[src/rtl/tick_gen_pkg.sv]
// tick_gen_pkg: channel state and mode encodings shared by tick_gen_multi and tick_channel.
package tick_gen_pkg;

    typedef enum logic {
        IDLE = 1'b0,
        RUN  = 1'b1
    } ch_state_e;

    localparam logic MODE_PERIODIC = 1'b0;
    localparam logic MODE_ONESHOT  = 1'b1;

endpackage

[src/rtl/tick_channel.sv]
// tick_channel: one independent tick channel counting base strobes up to a latched period.
module tick_channel
    import tick_gen_pkg::*;
#(
    parameter int PW = 16
) (
    input  logic          CLK,
    input  logic          RSTn,
    input  logic          stb_i,
    input  logic          pre_i,
    input  logic          en_i,
    input  logic          mode_i,
    input  logic          start_i,
    input  logic [PW-1:0] period_i,
    output logic          tick_o,
    output logic          busy_o
);

    ch_state_e     state_q, state_d;
    logic [PW-1:0] cnt_q, cnt_d, per_q, per_d;
    logic          mode_q, mode_d, tick_q, tick_d, acc;

    assign acc = start_i && (period_i != '0);

    always_comb begin
        state_d = state_q;
        cnt_d   = cnt_q;
        per_d   = per_q;
        mode_d  = mode_q;
        if (!en_i) begin
            state_d = IDLE;
            cnt_d   = '0;
        end else if (acc) begin
            state_d = RUN;
            cnt_d   = '0;
            per_d   = period_i;
            mode_d  = mode_i;
        end else if (tick_q) begin
            cnt_d   = '0;
            state_d = (mode_q == MODE_ONESHOT) ? IDLE : RUN;
        end else if (state_q == RUN && stb_i) begin
            cnt_d   = cnt_q + PW'(1);
        end
    end

    // Terminal count is resolved in the cycle before base_stb, so tick_q lines up with base_stb.
    assign tick_d = pre_i && (state_d == RUN) && (cnt_d == per_d - PW'(1));

    always_ff @(posedge CLK or negedge RSTn) begin
        if (!RSTn) begin
            state_q <= IDLE;
            cnt_q   <= '0;
            per_q   <= '0;
            mode_q  <= MODE_PERIODIC;
            tick_q  <= 1'b0;
        end else begin
            state_q <= state_d;
            cnt_q   <= cnt_d;
            per_q   <= per_d;
            mode_q  <= mode_d;
            tick_q  <= tick_d;
        end
    end

    // A same-cycle disable or accepted restart cancels the pending tick.
    assign tick_o = tick_q && en_i && !acc;
    assign busy_o = (state_q == RUN);

endmodule

[src/rtl/tick_gen_multi.sv]
// tick_gen_multi: free-running base-strobe prescaler driving NCH independent tick channels.
module tick_gen_multi
    import tick_gen_pkg::*;
#(
    parameter int CLK_HZ  = 50000000,
    parameter int BASE_HZ = 1000,
    parameter int NCH     = 4,
    parameter int PW      = 16
) (
    input  logic              CLK,
    input  logic              RSTn,
    input  logic [NCH-1:0]    en,
    input  logic [NCH-1:0]    mode,
    input  logic [NCH-1:0]    start,
    input  logic [NCH*PW-1:0] period,
    output logic [NCH-1:0]    tick,
    output logic [NCH-1:0]    busy,
    output logic              base_stb
);

    localparam int PRESC = CLK_HZ / BASE_HZ;
    localparam int CW    = $clog2(PRESC);

    logic [CW-1:0] presc_q, presc_d;
    logic          pre_stb;

    assign base_stb = (presc_q == CW'(PRESC - 1));
    assign pre_stb  = (presc_q == CW'(PRESC - 2));
    assign presc_d  = base_stb ? '0 : presc_q + CW'(1);

    always_ff @(posedge CLK or negedge RSTn) begin
        if (!RSTn) presc_q <= '0;
        else       presc_q <= presc_d;
    end

    for (genvar i = 0; i < NCH; i++) begin : g_ch
        tick_channel #(.PW(PW)) u_ch (
            .CLK      (CLK),
            .RSTn     (RSTn),
            .stb_i    (base_stb),
            .pre_i    (pre_stb),
            .en_i     (en[i]),
            .mode_i   (mode[i]),
            .start_i  (start[i]),
            .period_i (period[i*PW +: PW]),
            .tick_o   (tick[i]),
            .busy_o   (busy[i])
        );
    end

endmodule

[config.mk]
export PLATFORM = sky130hd
export DESIGN_NAME = tick_gen_multi
export DESIGN_NICKNAME = d
export VERILOG_FILES = /design/src/rtl/tick_gen_pkg.sv /design/src/rtl/tick_channel.sv /design/src/rtl/tick_gen_multi.sv
export SDC_FILE = /design/constraint.sdc
export NUM_CORES = 1
export LEC_CHECK = 0
export CORE_AREA = 3 3 136 138
export CTS_BUF_LIST = sky130_fd_sc_hd__clkbuf_4
export DETAILED_ROUTE_END_ITERATION = 12
export DIE_AREA = 0 0 139 141
export PLACE_DENSITY = 0.82
export REMOVE_ABC_BUFFERS = 1
export SYNTH_ARGS = -nofsm -noshare
export SYNTH_HDL_FRONTEND = slang
export SYNTH_SLANG_ARGS = --single-unit
[constraint.sdc]
create_clock -name CLK -period 4.34 [get_ports CLK]
set_clock_uncertainty 0.2 [all_clocks]
set_input_delay 0.868 -clock CLK [delete_from_list [all_inputs] [get_ports CLK]]
set_output_delay 0.868 -clock CLK [all_outputs]
set_load 0.02 [all_outputs]
==> results.py, run 1 <==
metrics = {
    "worst_setup_path": {
        "end_kind": "primary output",
        "crit_path_cell_trace": "clkdlybuf4s50_1 -> nor4_1 -> buf_4 -> nand3_1 -> o21ai_0 -> and3_1 -> clkdlybuf4s50_1",
        "r2r_setup_slack_ns": 0.28,
        "crit_required_ns": 3.27,
        "critPathKind": "in -> out",
        "r2r_cells": 9,
        "r2r-start": "presc_q[4]",
        "crit_start": "period[13]",
        "start_kind": "primary input",
        "rr_endpoint": "g_ch[1].u_ch.tick_q",
        "arrival_ns": 3.03,
        "crit_end": "tick[0]",
        "crit_top_cell": "clkdlybuf4s50_1",
        "critPathSlowestCell": "clkdlybuf4s50_1",
        "worstPathMaxFanout": 5,
        "slowest_delay_ns": 0.61,
    },
    "floorplanning": {
        "num_io_pins": 87,
        "core_area_mm2": 0.0173,
        "die_h_um": 141,
        "num_rows": 48,
        "die_w_um": 139,
        "die-area_mm2": 0.0196,
        "start_util": 0.599,
    },
    "routing": {
        "drt_wl_total_mm": 24.5,
        "avgRoutedWirePerCell_um": 15.9,
        "postRouteAntennaNets": 0,
        "route.detailed.drc": 0,
        "vias": 9110,
        "viasPerCell": 5.91,
        "first_iter_violations": 739,
        "firstDrtPassIters": 7,
    },
    "sta": {
        "max_slew_margin": 0.373,
        "fmax_ghz": 0.244,
        "setup_viol_count_final": 0,
        "maxSlewViolCount": 0,
        "fin_crit_sh": 0.943,
        "hold_slack_ns": 0.0277,
        "hold_viol": 0,
        "period_needed_ns": 4.09,
        "tightest_slew_ns": 0.932,
        "grt_setup_unrepaired": "no",
    },
    "logic_synthesis": {
        "synth_edf_count": 0,
        "syn_area_per_cell_um2": 9.05,
        "synth_cell_types": 79,
        "synthesis.area_mm2": 0.0104,
        "ys_seq_elements": 156,
        "synth-seq-area-share": 0.377,
        "synth_top_area_cell": "dfrtp_1",
        "syn-instance-count": 1146,
        "synth_top_area_frac": 0.377,
        "async_flop_share": 1.00,
        "yosysWarnings": 0,
        "synthTopCellsByArea": "dfrtp_1 (38%), xnor2_1 (7.5%), nand2_1 (4.6%)",
        "synthFlopType": "dfrtp_1",
    },
    "grt": {
        "grtUsageTotal": 0.256,
        "antenna_found_initial": 1,
        "grt_pass1_vias": 8924,
        "grt_overflow": 0,
        "grt_max_degree": 68,
        "grt_pass1_wl_mm": 42.1,
    },
    "power_and_ir_drop": {
        "powerDensity_mw_per_mm2": 264,
        "p_leak_nw": 5.09,
        "total_power_mw": 3.25,
        "ir_drop_v": 0.000176,
    },
    "finish": {
        "final_common_cell": "dfrtp_1",
        "nets": 1392,
        "fillers": 1372,
        "fin_area_mm2": 0.0123,
        "instances_no_fill": 1542,
        "drive_gt1_frac": 0.141,
        "final_cell_mix": "dfrtp_1 (156), nand2_1 (126), nor2_1 (96), buf_4 (94), xnor2_1 (89)",
        "synthToLayoutAreaGrowth_pct": 18.9,
    },
    "place": {
        "numPortBuffers": 86,
        "dp.cells": 1510,
        "placed_area_mm2": 0.0121,
        "place.gp.congestion": 0.962,
        "dp_hpwl_mm": 19.0,
    },
    "clock_tree": {
        "cts_tree": "done",
        "cts_root_buf": "clkbuf_4",
        "htree_levels": 4,
        "clock-sinks": 156,
        "clockBufferDepth": 2,
        "clk_latency_ns": 0.58,
        "cts_buffers": 17,
        "cts_hold_buf": 0,
        "clk_transition_reported_paths_ns": 0.15,
        "post_cts_buffers": 0,
    },
    "worst_hold_path": {
        "hold_class": "in -> async",
    },
    "run": {
        "max_cap_violations": 0,
    },
    "run_status": {
        "status": "complete, no violations",
    },
}
[how the worst min path moves through the flow]
stage,slack [ns],to,cells after the start
3_3_place_gp,0.27,g_ch[1].u_ch.mode_q,2
3_5_place_dp,0.28,presc_q[0],1
5_1_grt,0.05,g_ch[0].u_ch.per_q[11],1
2_1_floorplan,0.25,g_ch[1].u_ch.mode_q,2
6_report,0.03,g_ch[0].u_ch.per_q[11],1
4_1_cts,0.04,g_ch[0].u_ch.per_q[11],1
[kinds of logic after synthesis]
kind of cell | after synthesis | synth area share
AO/OA/AOI/OAI | 160 | 0.106
adder cells (fa/ha/maj) | 10 | 0.0121
AND/OR/NAND/NOR | 515 | 0.262
XOR/XNOR | 150 | 0.137
buffers and inverters | 86 | 0.0356
multiplexers | 69 | 0.0705
flip-flops | 156 | 0.377
[sequential cells by signal, summed over array words and instances (netlist names)]
register	count
g_ch.u_ch.busy_o	4
g_ch.u_ch.per_q	64
g_ch.u_ch.mode_q	4
presc_q	16
g_ch.u_ch.cnt_q	64
g_ch.u_ch.tick_q	4
[what timing repair did]
| item | in CTS | in global routing |
|---|---|---|
| resized for setup | 1 | 2 |
| endpoints found under the setup margin | 1 | 2 |
| hold endpoints to repair | 0 | 0 |
[per-layer routing]
| layer | global-route usage | part of all wire | vias up |
|---|---|---|---|
| li1 | - | - | 4481 |
| met1 | 0.354 | 0.47 | 4349 |
| met2 | 0.426 | 0.48 | 239 |
| met3 | 0.0373 | 0.040 | 41 |
| met4 | 0.0659 | 0.015 | 0 |
| met5 | 0 | 0 | - |
[report_power, final]
part	total [mW]	leakage, nW	internal [mW]	switching (mW)
Combinational	0.790	2.93	0.401	0.389
Sequential	1.62	2.02	1.54	0.0801
Clock	0.838	0.135	0.290	0.548
[metrics by stage]
step                      setup TNS, ns  setup WS, ns   util
after floorplan                   -1.83         -1.06      -
after global placement           -0.205        -0.155  0.697
after detailed placement         -0.520        -0.217  0.697
after CTS                             0        0.0455  0.712
after global routing                  0        0.0541  0.713
final                                 0         0.246  0.713
[cells in the mapped netlist, types with 24 or more instances]
library cell,number
a21oi_1,24
clkbuf_1,26
dfrtp_1,156
inv_1,43
mux2_2,32
mux2i_1,37
nand2_1,126
nand3_1,36
nand4_1,33
nor2_1,96
nor3_1,65
nor4_1,32
o21ai_0,39
or3_1,25
xnor2_1,89
xor2_1,53
[critical path, delay by kind of cell]
family                 cells  cell delay (ns)
and+or+nand+nor            3             0.64
buffers and inverters      3             1.24
AOI/OAI and AO/OA          1             0.28
[layout make-up]
| class | count | area, µm² | area share |
|---|---|---|---|
| clock inverter | 13 | 120 | 0.00975 |
| clock buffer | 18 | 135 | 0.0110 |
| multi-input combinational | 904 | 6110 | 0.496 |
| sequential | 156 | 3900 | 0.317 |
| antenna | 1 | 2.50 | 0.000203 |
| inverter | 43 | 161 | 0.0131 |
| timing repair buffer | 182 | 1610 | 0.131 |
| tap | 225 | 282 | 0.0228 |
(Power assumes the default switching activity.)
==> run 2, diff against run 1 <==
CAP_MARGIN = 15   (was not set)
CORE_AREA = 2 2 135 137   (was 3 3 136 138)
DIE_AREA = 0 0 137 139   (was 0 0 139 141)
==> results.py, run 2 (synthesis gave the netlist of run 1 again) <==
metrics = {
    "place": {
        "placed_area_mm2": 0.0120,
        "dp_hpwl_mm": 18.8,
        "preCtsSetupSlack_ns": -0.269,
        "place.gp.congestion": 0.918,
        "numPortBuffers": 86,
    },
    "sta": {
        "setup_viol_count_final": 0,
        "period_needed_ns": 4.18,
        "grt_setup_unrepaired": "no",
        "maxSlewViolCount": 0,
        "hold_viol": 0,
        "setup_slack_ns": 0.157,
        "finalSetupTns_ns": 0,
        "fin_crit_sh": 0.964,
        "tightest_slew_ns": 0.910,
        "fmax_ghz": 0.239,
        "max_slew_margin": 0.393,
        "hold_slack_ns": 0.0552,
    },
    "grt": {
        "met1_usage": 0.376,
        "grt_pass1_wl_mm": 41.5,
        "grtUsageTotal": 0.268,
        "grt_max_degree": 75,
        "antenna_found_initial": 1,
        "grt_pass1_vias": 8816,
        "use_met2": 0.423,
        "busiest_layer": "met2",
        "met3_usage": 0.0398,
        "grt_overflow": 0,
    },
    "routing": {
        "first_iter_violations": 691,
        "vias": 9104,
        "drt_wl_total_mm": 24.6,
        "firstDrtPassIters": 5,
        "viasPerCell": 5.89,
        "route.detailed.drc": 0,
        "avgRoutedWirePerCell_um": 15.9,
        "postRouteAntennaNets": 0,
    },
    "floorplanning": {
        "num_io_pins": 87,
        "num_rows": 49,
        "die_h_um": 139,
        "die_w_um": 137,
        "die-area_mm2": 0.0190,
        "core_area_mm2": 0.0177,
        "start_util": 0.587,
    },
    "power_and_ir_drop": {
        "powerDensity_mw_per_mm2": 265,
        "ir_drop_v": 0.000149,
        "p_leak_nw": 5.10,
    },
    "worst_setup_path": {
        "r2r-start": "presc_q[4]",
        "rr_endpoint": "g_ch[0].u_ch.tick_q",
        "slowest_delay_ns": 0.62,
        "r2r_setup_slack_ns": 0.37,
        "critPathKind": "in -> out",
        "critPathSlowestCell": "clkdlybuf4s50_1",
        "crit_end": "tick[0]",
        "worstPathMaxFanout": 5,
        "r2r_cells": 10,
        "start_kind": "primary input",
        "crit_required_ns": 3.27,
        "arrival_ns": 3.11,
        "crit_start": "period[13]",
        "end_kind": "primary output",
        "crit_top_cell": "clkdlybuf4s50_1",
        "crit_path_cell_trace": "clkdlybuf4s50_1 -> nor4_1 -> buf_4 -> nand3_1 -> o21ai_1 -> and3_1 -> clkdlybuf4s50_1",
    },
    "clock_tree": {
        "htree_levels": 4,
        "cts_buffers": 17,
        "clock-sinks": 156,
        "cts_tree": "done",
        "cts_root_buf": "clkbuf_4",
        "cts_hold_buf": 0,
        "clk_transition_reported_paths_ns": 0.15,
        "clockBufferDepth": 2,
        "clk_latency_ns": 0.57,
    },
    "finish": {
        "reg_top3": "g_ch.u_ch.cnt_q: 64 flops, g_ch.u_ch.per_q: 64 flops, presc_q: 16 flops",
        "final_common_cell": "dfrtp_1",
        "fin_util": 0.697,
        "drive_gt1_frac": 0.141,
        "final_cell_mix": "dfrtp_1 (156), nand2_1 (126), nor2_1 (96), buf_4 (95), xnor2_1 (89)",
        "synthToLayoutAreaGrowth_pct": 18.8,
        "fin_area_mm2": 0.0123,
        "nets": 1391,
    },
    "run_status": {
        "status": "complete, no violations",
    },
    "worst_hold_path": {
        "hold_class": "in -> async",
    },
    "run": {
        "max_cap_violations": 0,
    },
}
[run 2: repair_timing]
action	CTS	global route
buffers inserted	0	0
resized for setup	0	5
setup endpoints to repair	0	4
[run 2: layout make-up]
class	instances	area (µm²)
multi-input combinational	904	6110
fill	1433	5340
sequential	156	3900
timing repair buffer	181	1580
tap	229	287
inverter	43	161
clock inverter	15	141
clock buffer	17	128
antenna	1	2.50
[run 2: power by group]
part	internal (mW)	switching, mW
Sequential	1.54	0.0808
Combinational	0.394	0.389
Clock	0.294	0.566
[run 2: stage by stage]
step / total power, mW / std cells
2_1_floorplan: 2.11 / 1103
3_3_place_gp: 2.41 / 1513
3_5_place_dp: 2.43 / 1513
4_1_cts: 3.30 / 1545
5_1_grt: 3.45 / 1546
6_report: 3.27 / 1546
[run 2: worst min path at each step]
| stage | from | endpoint | slack, ns | depth (start not counted) |
|---|---|---|---|---|
| floorplan | g_ch[1].u_ch.mode_q | g_ch[1].u_ch.mode_q | 0.25 | 2 |
| global placement | presc_q[0] | presc_q[0] | 0.26 | 1 |
| detailed placement | presc_q[0] | presc_q[0] | 0.28 | 1 |
| CTS | RSTn | g_ch[0].u_ch.per_q[11] | 0.07 | 1 |
| global route | RSTn | g_ch[0].u_ch.per_q[11] | 0.09 | 1 |
| finish | RSTn | g_ch[0].u_ch.per_q[9] | 0.06 | 1 |
[run 2: critical path: cells and delay by family]
| kind | cells | cell delay [ns] |
|---|---|---|
| AOI/OAI and AO/OA | 1 | 0.24 |
| buffers and inverters | 3 | 1.27 |
| and+or+nand+nor | 3 | 0.73 |
[run 2: layer usage]
layer / part of all wire / wire, µm
met1: 0.46 / 11400
met2: 0.48 / 11800
met3: 0.037 / 912
met4: 0.021 / 522
met5: 0 / 0
